## config.mk

```make
export PLATFORM = sky130hd
export DESIGN_NAME = pipeline_run_controller
export DESIGN_NICKNAME = d
export VERILOG_FILES = /design/src/rtl/pipeline_run_controller.sv
export SDC_FILE = /design/constraint.sdc
export NUM_CORES = 1
export LEC_CHECK = 0
export ABC_AREA = 1
export CORE_MARGIN = 1.5
export CORE_UTILIZATION = 30
export CTS_CLUSTER_DIAMETER = 200
export DETAILED_ROUTE_END_ITERATION = 6
export PLACE_DENSITY_LB_ADDON = 0.25
export SYNTH_ARGS = -nofsm -noshare
export SYNTH_HDL_FRONTEND = slang
export SYNTH_SLANG_ARGS = --single-unit
```

## constraint.sdc

```tcl
create_clock -name i_clk -period 2.58 [get_ports i_clk]
set_input_delay 0.645 -clock i_clk [delete_from_list [all_inputs] [get_ports i_clk]]
set_output_delay 0.645 -clock i_clk [all_outputs]
set_load 0.05 [all_outputs]
```

## src/rtl/pipeline_run_controller.sv

```systemverilog
// Run/step/halt sequencer for a 5-stage pipeline; outputs are Moore, commands take effect on the accepting edge.
// Commands are refused (o_cmd_ready=0) during STEP and DRAIN. Optional cycle counter under PIPE_CTRL_CYCLE_CNT_EN.
module pipeline_run_controller #(
  parameter int DRAIN_CYCLES = 4,
  parameter int CNT_W        = 32
) (
  input  logic             i_clk,
  input  logic             i_rst_n,
  input  logic             i_cmd_valid,
  input  logic [1:0]       i_cmd,
  output logic             o_cmd_ready,
  input  logic             i_halt_D,
  output logic             o_pipe_en,
  output logic             o_pc_en,
  output logic             o_flush_if_id,
  output logic             o_busy,
  output logic             o_done,
  output logic [2:0]       o_state,
  output logic [CNT_W-1:0] o_cycle_cnt
);

  typedef enum logic [2:0] {
    S_IDLE  = 3'd0,
    S_RUN   = 3'd1,
    S_STEP  = 3'd2,
    S_DRAIN = 3'd3,
    S_DONE  = 3'd4
  } state_t;

  localparam logic [1:0] CMD_RUN  = 2'b01;
  localparam logic [1:0] CMD_STEP = 2'b10;
  localparam logic [1:0] CMD_HALT = 2'b11;
  localparam logic [3:0] LP_DRAIN = DRAIN_CYCLES[3:0];

  state_t     r_state;
  state_t     w_state_nxt;
  logic [3:0] r_drain_cnt;
  logic [3:0] w_drain_nxt;
  logic       w_accept;

  assign w_accept = i_cmd_valid && o_cmd_ready;

  always_ff @(posedge i_clk or negedge i_rst_n) begin
    if (!i_rst_n) begin
      r_state     <= S_IDLE;
      r_drain_cnt <= 4'd0;
    end else begin
      r_state     <= w_state_nxt;
      r_drain_cnt <= w_drain_nxt;
    end
  end

  always_comb begin
    w_state_nxt = r_state;
    w_drain_nxt = r_drain_cnt;
    case (r_state)
      S_IDLE: begin
        if (w_accept && i_cmd == CMD_RUN)       w_state_nxt = S_RUN;
        else if (w_accept && i_cmd == CMD_STEP) w_state_nxt = S_STEP;
      end
      S_RUN: begin
        // A decoded halt outranks an external HALT arriving on the same edge.
        if (i_halt_D) begin
          w_state_nxt = S_DRAIN;
          w_drain_nxt = LP_DRAIN;
        end else if (w_accept && i_cmd == CMD_HALT) begin
          w_state_nxt = S_IDLE;
        end
      end
      S_STEP: begin
        if (i_halt_D) begin
          w_state_nxt = S_DRAIN;
          w_drain_nxt = LP_DRAIN;
        end else begin
          w_state_nxt = S_IDLE;
        end
      end
      S_DRAIN: begin
        w_drain_nxt = r_drain_cnt - 4'd1;
        if (r_drain_cnt == 4'd1) w_state_nxt = S_DONE;
      end
      S_DONE:  w_state_nxt = S_DONE;
      default: w_state_nxt = S_IDLE;
    endcase
  end

  assign o_cmd_ready   = (r_state == S_IDLE) || (r_state == S_RUN) || (r_state == S_DONE);
  assign o_pipe_en     = (r_state == S_RUN) || (r_state == S_STEP) || (r_state == S_DRAIN);
  assign o_pc_en       = (r_state == S_RUN) || (r_state == S_STEP);
  // Counter still holds its load value only in the first drain cycle.
  assign o_flush_if_id = (r_state == S_DRAIN) && (r_drain_cnt == LP_DRAIN);
  assign o_busy        = o_pipe_en;
  assign o_done        = (r_state == S_DONE);
  assign o_state       = r_state;

`ifdef PIPE_CTRL_CYCLE_CNT_EN
  logic [CNT_W-1:0] r_cycle_cnt;

  always_ff @(posedge i_clk or negedge i_rst_n) begin
    if (!i_rst_n) begin
      r_cycle_cnt <= '0;
    end else if (o_pipe_en && (r_cycle_cnt != {CNT_W{1'b1}})) begin
      r_cycle_cnt <= r_cycle_cnt + {{(CNT_W-1){1'b0}}, 1'b1};
    end
  end

  assign o_cycle_cnt = r_cycle_cnt;
`else
  assign o_cycle_cnt = '0;
`endif

endmodule

```

# Word level (Yosys, flattened, before mapping)
# Index checks and enable logic that the tools add are counted.
# totals
output_inout_bits	41
regBits	7
inputBits	6
elab_cells	39
# classes
mux	9
reduce_logical	14
addsub	1
eq_ne	13
# ops
operator	n
two-way mux 3 bit	5
one-hot mux 3 bit (5 select lines)	1
one-hot mux 4 bit (2 select lines)	1
equality test 3 x 2 -> 1 bit (second input constant)	2
!= test 3 bit (second input constant)	2
logical AND 1 bit	5
equality test 2 bit (second input constant)	2
equality test 4 x 1 -> 1 bit (second input constant)	1
equality test 4 x 3 -> 1 bit (second input constant)	1
logical OR 1 bit	4
two-way mux 4 bit	1
subtractor 4 x 1 -> 4 bit (second input constant)	1
equality test 3 x 1 -> 1 bit (second input constant)	1
equality test 3 bit (second input constant)	1
zero test 3 bit	1
AND reduction 3 bit	1
equality test 2 x 1 -> 1 bit (second input constant)	1
two-way mux 2 bit	1
!= test 2 x 1 -> 1 bit (second input constant)	1
!= test 2 bit (second input constant)	1
AND reduction 2 bit	1
nonzero test 2 bit	1
OR reduction 2 bit	1

# Longest topological paths before layout
# Gate-level depths: netlist of run 1.
# depth
ltp_word	8
mapped_depth	8

# Worst setup path after synthesis of run 1
# No wires, ideal clock.
# synth_timing
kind	register to output
startpoint	register r_state[0] (netlist: o_state[0])
endpoint	output port o_pipe_en
setup_slack_ns	0.123
t_arrival_ns	1.812
stages_incl_launch_ff	4
t_required_ns	1.935
path_cell_list	dfrtp_1 nor2_2 nor2_1 buf_4
# synth_between
elab_chain_cells	3
elab_cells_between_ends	5
classes_between	eq/ne (3); reduce/logical (2)
# synth_lines
element	line	text
from (decl)	35	state_t r_state;
from (signal assigned)	48	r_state <= w_state_nxt;
equality test 3 x 1 -> 1 bit or equality test 3 x 2 -> 1 bit (tied branches)	88	assign o_pipe_en = (r_state == S_RUN) || (r_state == S_STEP) || (r_state == S_DRAIN);
logical OR 1 bit	88	
logical OR 1 bit (*)	88	
to (decl)	13	output logic o_pipe_en,
# Mark *: on every way between the ends. The rest lies on a longest branch, timed or not.

# Final worst setup path of run 1
# layout_timing
startpoint	register r_state[2] (netlist: o_state[2])
endpoint	output port o_pc_en
# layout_between
elab_chain_cells	2
elab_cells_between_ends	3
classes_between	eq/ne (2); reduce/logical (1)
# layout_lines
element	line	text
equality test 3 x 1 -> 1 bit or equality test 3 x 2 -> 1 bit (tied branches)	89	assign o_pc_en = (r_state == S_RUN) || (r_state == S_STEP);
logical OR 1 bit (*)	89	
to (decl)	14	output logic o_pc_en,
# Marks and branches as above.

==> flow_summary.json, run 1 <==
{
  "die_w_um": 52.5,
  "maxSlewViolCount": 0,
  "path_buf_inv": 2,
  "overflow": 0,
  "antenna_found_initial": 0,
  "seq_area_frac_synth_pct": 23.9,
  "syn_to_final_growth_pct": 8.86,
  "crit_family": "buffers and inverters",
  "antenna_cells": 0,
  "netlist_top_cells_area": "buf_4 34%, dfrtp_1 24%, nand2_1 7.7%",
  "drt_wl_total_um": 1130,
  "rsz0062_at_grt": "no",
  "first_global_vias": 430,
  "htreeDepth": 1,
  "holdCritPathClass": "reg -> reg",
  "cts_root_buffer": "clkbuf_4",
  "setup-tns-final_ns": 0,
  "cts_buffers": 3,
  "fmax_mhz": 409,
  "cpPeakStageDelay_ns": 0.81,
  "start_kind": "flip-flop",
  "synth_seq_cells": 7,
  "yosys.area.top_type": "buf_4",
  "yosysTopAreaCellShare_pct": 33.7,
  "coreArea_um2": 2250,
  "irDropWorstVdd_v": 0.00108,
  "dieArea_um2": 2750,
  "fillers": 255,
  "synth_ff_type": "dfrtp_1",
  "grt_pass1_wl_um": 1730,
  "post_cts_buffers": 0,
  "synth.most_common_cell": "buf_4",
  "dpl.hpwl_um": 967,
  "crit_chain": "inv_2 > nand2_1 > nor2_2 > clkdlybuf4s50_1",
  "netlist_instances": 105,
  "yosysWarningCount": 0,
  "setup_viol": 0,
  "r2r_slack_ns": 1.31,
  "die_y_um": 52.5,
  "avgSynthCellArea_um2": 6.99,
  "io_pins": 47,
  "io_buffers": 14,
  "period_needed_ns": 2.44,
  "worstPathArrival_ns": 1.80,
  "gp_congestion": 0.821,
  "place_area_um2": 773,
  "cp_max_fo": 6,
  "via_per_inst": 3.72,
  "synth_cell_types": 17,
  "syn-cell-area_um2": 734,
  "synth_async_sr_flop_share_pct": 100,
  "synth_edf_count": 0,
  "clk-insertion-delay-late_ns": 0.25,
  "worstMarginPinSlew_ns": 0.498,
  "synth_common_cells": "33 x buf_4, 15 x nand2_1, 13 x inv_1, 9 x nand3_1, 9 x nor2_1",
  "nNetsFinal": 131,
  "grt_start_max_net_pins": 8,
  "drc_errors": 0,
  "slew-limit-headroom_pct": 66.7,
  "cp.required_ns": 1.93,
  "power_density_nw_per_um2": 1530,
  "finalHoldViolCount": 0,
  "cts_hold_buf": 0,
  "num_vias": 554,
  "ant_nets": 0,
  "fin_crit_sh_pct": 94.7,
  "end_kind": "output pin",
  "path_clk_slew_ns": 0.05,
  "wl_per_cell_um": 7.56,
  "drtPass1Iterations": 4,
  "leakage_nw": 0.453,
  "cts_resized": 0,
  "status": "finished clean",
  "cts_tree": "done",
  "cpMaxStageDelayCell": "clkdlybuf4s50_1",
  "clock-sinks": 7,
  "drive_above_1_share_pct": 9.92,
  "std_cell_rows": 17,
  "skew_ns": 0.00440,
  "grt_use_total_pct": 8.51,
  "start_util_pct": 32.6,
  "crit_type": "reg -> out",
  "drt-initial-drc-count": 4,
  "clock_path_buffers": 2,
  "cap_violations": 0,
  "design_area_um2": 800
}
layout make-up:
| cell class | count | area, µm² | share of cell area [%] |
|---|---|---|---|
| Timing Repair Buffer | 14 | 135 | 16.9 |
| Tap cell | 28 | 35.0 | 4.38 |
| Multi-Input combinational cell | 81 | 372 | 46.5 |
| Clock buffer | 4 | 26.3 | 3.29 |
| Inverter | 15 | 56.3 | 7.04 |
| Sequential cell | 7 | 175 | 21.9 |
state kept, by name (all words and copies together), names as in the netlist:
| register | flops |
|---|---|
| r_drain_cnt | 4 |
| o_state | 3 |
cells by family (layout without fill, tap and decap cells):
family / count (synthesis) / in the layout / share of synthesized area, %
other: 1 / 32 / 0.511
flip-flops: 7 / 7 / 23.9
adder cells (fa/ha/maj): 3 / 3 / 5.11
AO/OA/AOI/OAI: 7 / 7 / 4.94
AND/OR/NAND/NOR: 39 / 39 / 24.2
buffers and inverters: 48 / 33 / 41.4
stage by stage:
step	std cells	hold slack [ns]	power [W]	util, %	worst slack, ns
final	149	0.467	0.00123	35.5	0.138
after detailed placement	145	0.464	0.00114	34.3	0.391
after global routing	149	0.495	0.00132	35.5	0.0554
after global placement	145	0.461	0.00113	34.3	0.408
after floorplan	136	0.349	0.000957	-	0.123
after CTS	149	0.470	0.00124	35.5	0.122
where the power goes:
part	total [W]	leakage (nW)	switching, W	internal (W)
clock	0.0000981	0.0150	0.0000392	0.0000589
sequential	0.000209	0.0874	0.0000489	0.000160
combinational	0.000918	0.351	0.000660	0.000258
total	0.00123	0.453	0.000748	0.000477
metal layers:
| layer | vias to the layer above | part of all wire (%) | GRT usage (%) |
|---|---|---|---|
| li1 | 286 | - | - |
| met1 | 239 | 42 | 9.58 |
| met2 | 29 | 48 | 14.6 |
| met3 | 0 | 9.4 | 4.29 |
| met4 | 0 | 0 | 1.28 |
| met5 | - | 0 | 0 |
cell usage in the layout (no fill, tap or decap), drive strengths merged:
cell type,netlist,layout
buf,33,2
o21ai,4,4
clkbuf,0,4
nand4,1,1
nand2,16,16
clkdlybuf4s50,0,12
inv,15,15
o22ai,1,1
a21oi,2,2
ha,3,3
nor2,13,13
dfrtp,7,7
conb,1,32
nand3,9,9
path summary, 6_finish.rpt:
path / from / end / depth (start not counted)
max: o_state[2] / o_pc_en / 4
min: r_drain_cnt[3] / r_drain_cnt[3] / 1
max reg2reg: o_state[0] / o_state[1] / 7
min reg2reg: r_drain_cnt[3] / r_drain_cnt[3] / 1
max in group asynchronous: i_rst_n / o_state[2] / 1
min in group asynchronous: i_rst_n / r_drain_cnt[0] / 1
Note: power is estimated with default switching activity, not from simulation.
==> run 2, diff against run 1 <==
Settings changed: ABC_CLOCK_PERIOD_IN_PS set to 2580, CORE_UTILIZATION 30 to 25.
==> flow_summary.json, run 2 (synthesis results as in run 1) <==
{
  "final_common_cell": "conb_1",
  "antenna_found_initial": 0,
  "dieArea_um2": 3270,
  "syn_to_final_growth_pct": 9.71,
  "setup-tns-final_ns": 0,
  "first_global_vias": 482,
  "start_kind": "flip-flop",
  "start_util_pct": 26.4,
  "path_clk_slew_ns": 0.05,
  "drtPass1Iterations": 4,
  "clock-sinks": 7,
  "coreArea_um2": 2780,
  "largest_reg_flops": 4,
  "ant_nets": 0,
  "via_per_inst": 3.63,
  "cts_buffers": 3,
  "maxSlewViolCount": 0,
  "clock_path_buffers": 2,
  "cts_hold_buf": 0,
  "worstPathArrival_ns": 1.84,
  "fillers": 310,
  "std_cell_rows": 19,
  "io_pins": 47,
  "holdCritPathClass": "reg -> reg",
  "status": "finished clean",
  "drc_errors": 0,
  "drt_wl_total_um": 1180,
  "finalHoldViolCount": 0,
  "die_y_um": 57.2,
  "grt_use_total_pct": 7.76,
  "clk-insertion-delay-late_ns": 0.25,
  "holdWs_ns": 0.469,
  "antenna_cells": 0,
  "post_cts_buffers": 0,
  "skew_ns": 0.00381,
  "io_buffers": 14,
  "gp_congestion": 0.779,
  "leakage_nw": 0.451,
  "cp_max_fo": 5,
  "layout_common_cells": "32 x conb_1, 15 x nand2_1, 13 x inv_1, 13 x clkdlybuf4s50_1",
  "overflow": 0,
  "fin_crit_sh_pct": 96.5,
  "die_w_um": 57.2,
  "cap_violations": 0,
  "end_kind": "output pin",
  "nNetsFinal": 131,
  "irDropWorstVdd_v": 0.00107,
  "rsz0062_at_grt": "no",
  "largest_register": "r_drain_cnt",
  "grt_pass1_wl_um": 1950,
  "wl_per_cell_um": 7.74,
  "period_needed_ns": 2.49,
  "fmax_mhz": 402,
  "power_density_nw_per_um2": 1530,
  "num_vias": 551,
  "setup_viol": 0,
  "htreeDepth": 1,
  "dpl.hpwl_um": 955,
  "grt_start_max_net_pins": 8,
  "cts_root_buffer": "clkbuf_4",
  "drt-initial-drc-count": 12,
  "cts_resized": 0,
  "cp.required_ns": 1.93,
  "crit_type": "reg -> out",
  "cts_tree": "done",
  "drive_above_1_share_pct": 9.09
}
[run 2: changes by cell type in the layout (fill, tap and decap cells not counted)]
cell             before  now
buf_4                 2    1
clkdlybuf4s50_1      12   13
[run 2: final timing paths]
path	from	to	slack, ns	cells after the start
worst min register to register	r_drain_cnt[3]	r_drain_cnt[3]	0.47	1
worst max-delay path	o_state[0]	o_done	0.09	4
worst max register to register	o_state[0]	o_state[1]	1.33	7
max in group asynchronous	i_rst_n	r_drain_cnt[3]	1.69	1
min in group asynchronous	i_rst_n	r_drain_cnt[2]	0.65	1
worst min-delay path	r_drain_cnt[3]	r_drain_cnt[3]	0.47	1
[run 2: layout make-up]
type | count | area, µm² | share of cell area [%]
Clock buffer | 4 | 26.3 | 3.26
Inverter | 15 | 56.3 | 6.99
Multi-Input combinational cell | 81 | 372 | 46.1
Sequential cell | 7 | 175 | 21.7
Tap cell | 31 | 38.8 | 4.81
Timing Repair Buffer | 14 | 138 | 17.1
[run 2: metal layers]
| metal | GRT usage [%] | up-vias | part of all wire, % |
|---|---|---|---|
| met5 | 0 | - | 0 |
| met3 | 2.04 | 2 | 9.2 |
| met4 | 4.98 | 0 | 0.76 |
| met2 | 11.3 | 31 | 43 |
| li1 | - | 286 | - |
| met1 | 10.1 | 232 | 47 |
[run 2: power breakdown]
part	switching, W	internal (W)	total [W]
logic	0.000661	0.000259	0.000920
clock network	0.0000416	0.0000591	0.000101
registers	0.0000497	0.000160	0.000210
total	0.000752	0.000478	0.00123
[run 2: metrics by stage]
step / power, W / instance area [µm²] / utilization (%) / setup slack, ns / instances
6_report: 0.00123 / 806 / 29.0 / 0.0907 / 152
5_1_grt: 0.00132 / 806 / 29.0 / 0.0125 / 152
4_1_cts: 0.00124 / 806 / 29.0 / 0.0787 / 152
3_5_place_dp: 0.00114 / 779 / 28.0 / 0.358 / 148
3_3_place_gp: 0.00113 / 779 / 28.0 / 0.356 / 148
2_1_floorplan: 0.000957 / 851 / - / 0.123 / 136
[run 2: worst max-delay path, cell delays in order, from the launching register on]
cell,delay [ns]
dfrtp_1,0.42
nor2_2,0.19
inv_1,0.09
nor2_1,0.10
clkdlybuf4s50_1,0.80
==> run 3, diff against run 2 <==
Settings changed: SLEW_MARGIN set to 20.
==> results of run 3 <==
No change in the layout: final DEF, timing and power equal those of run 2.
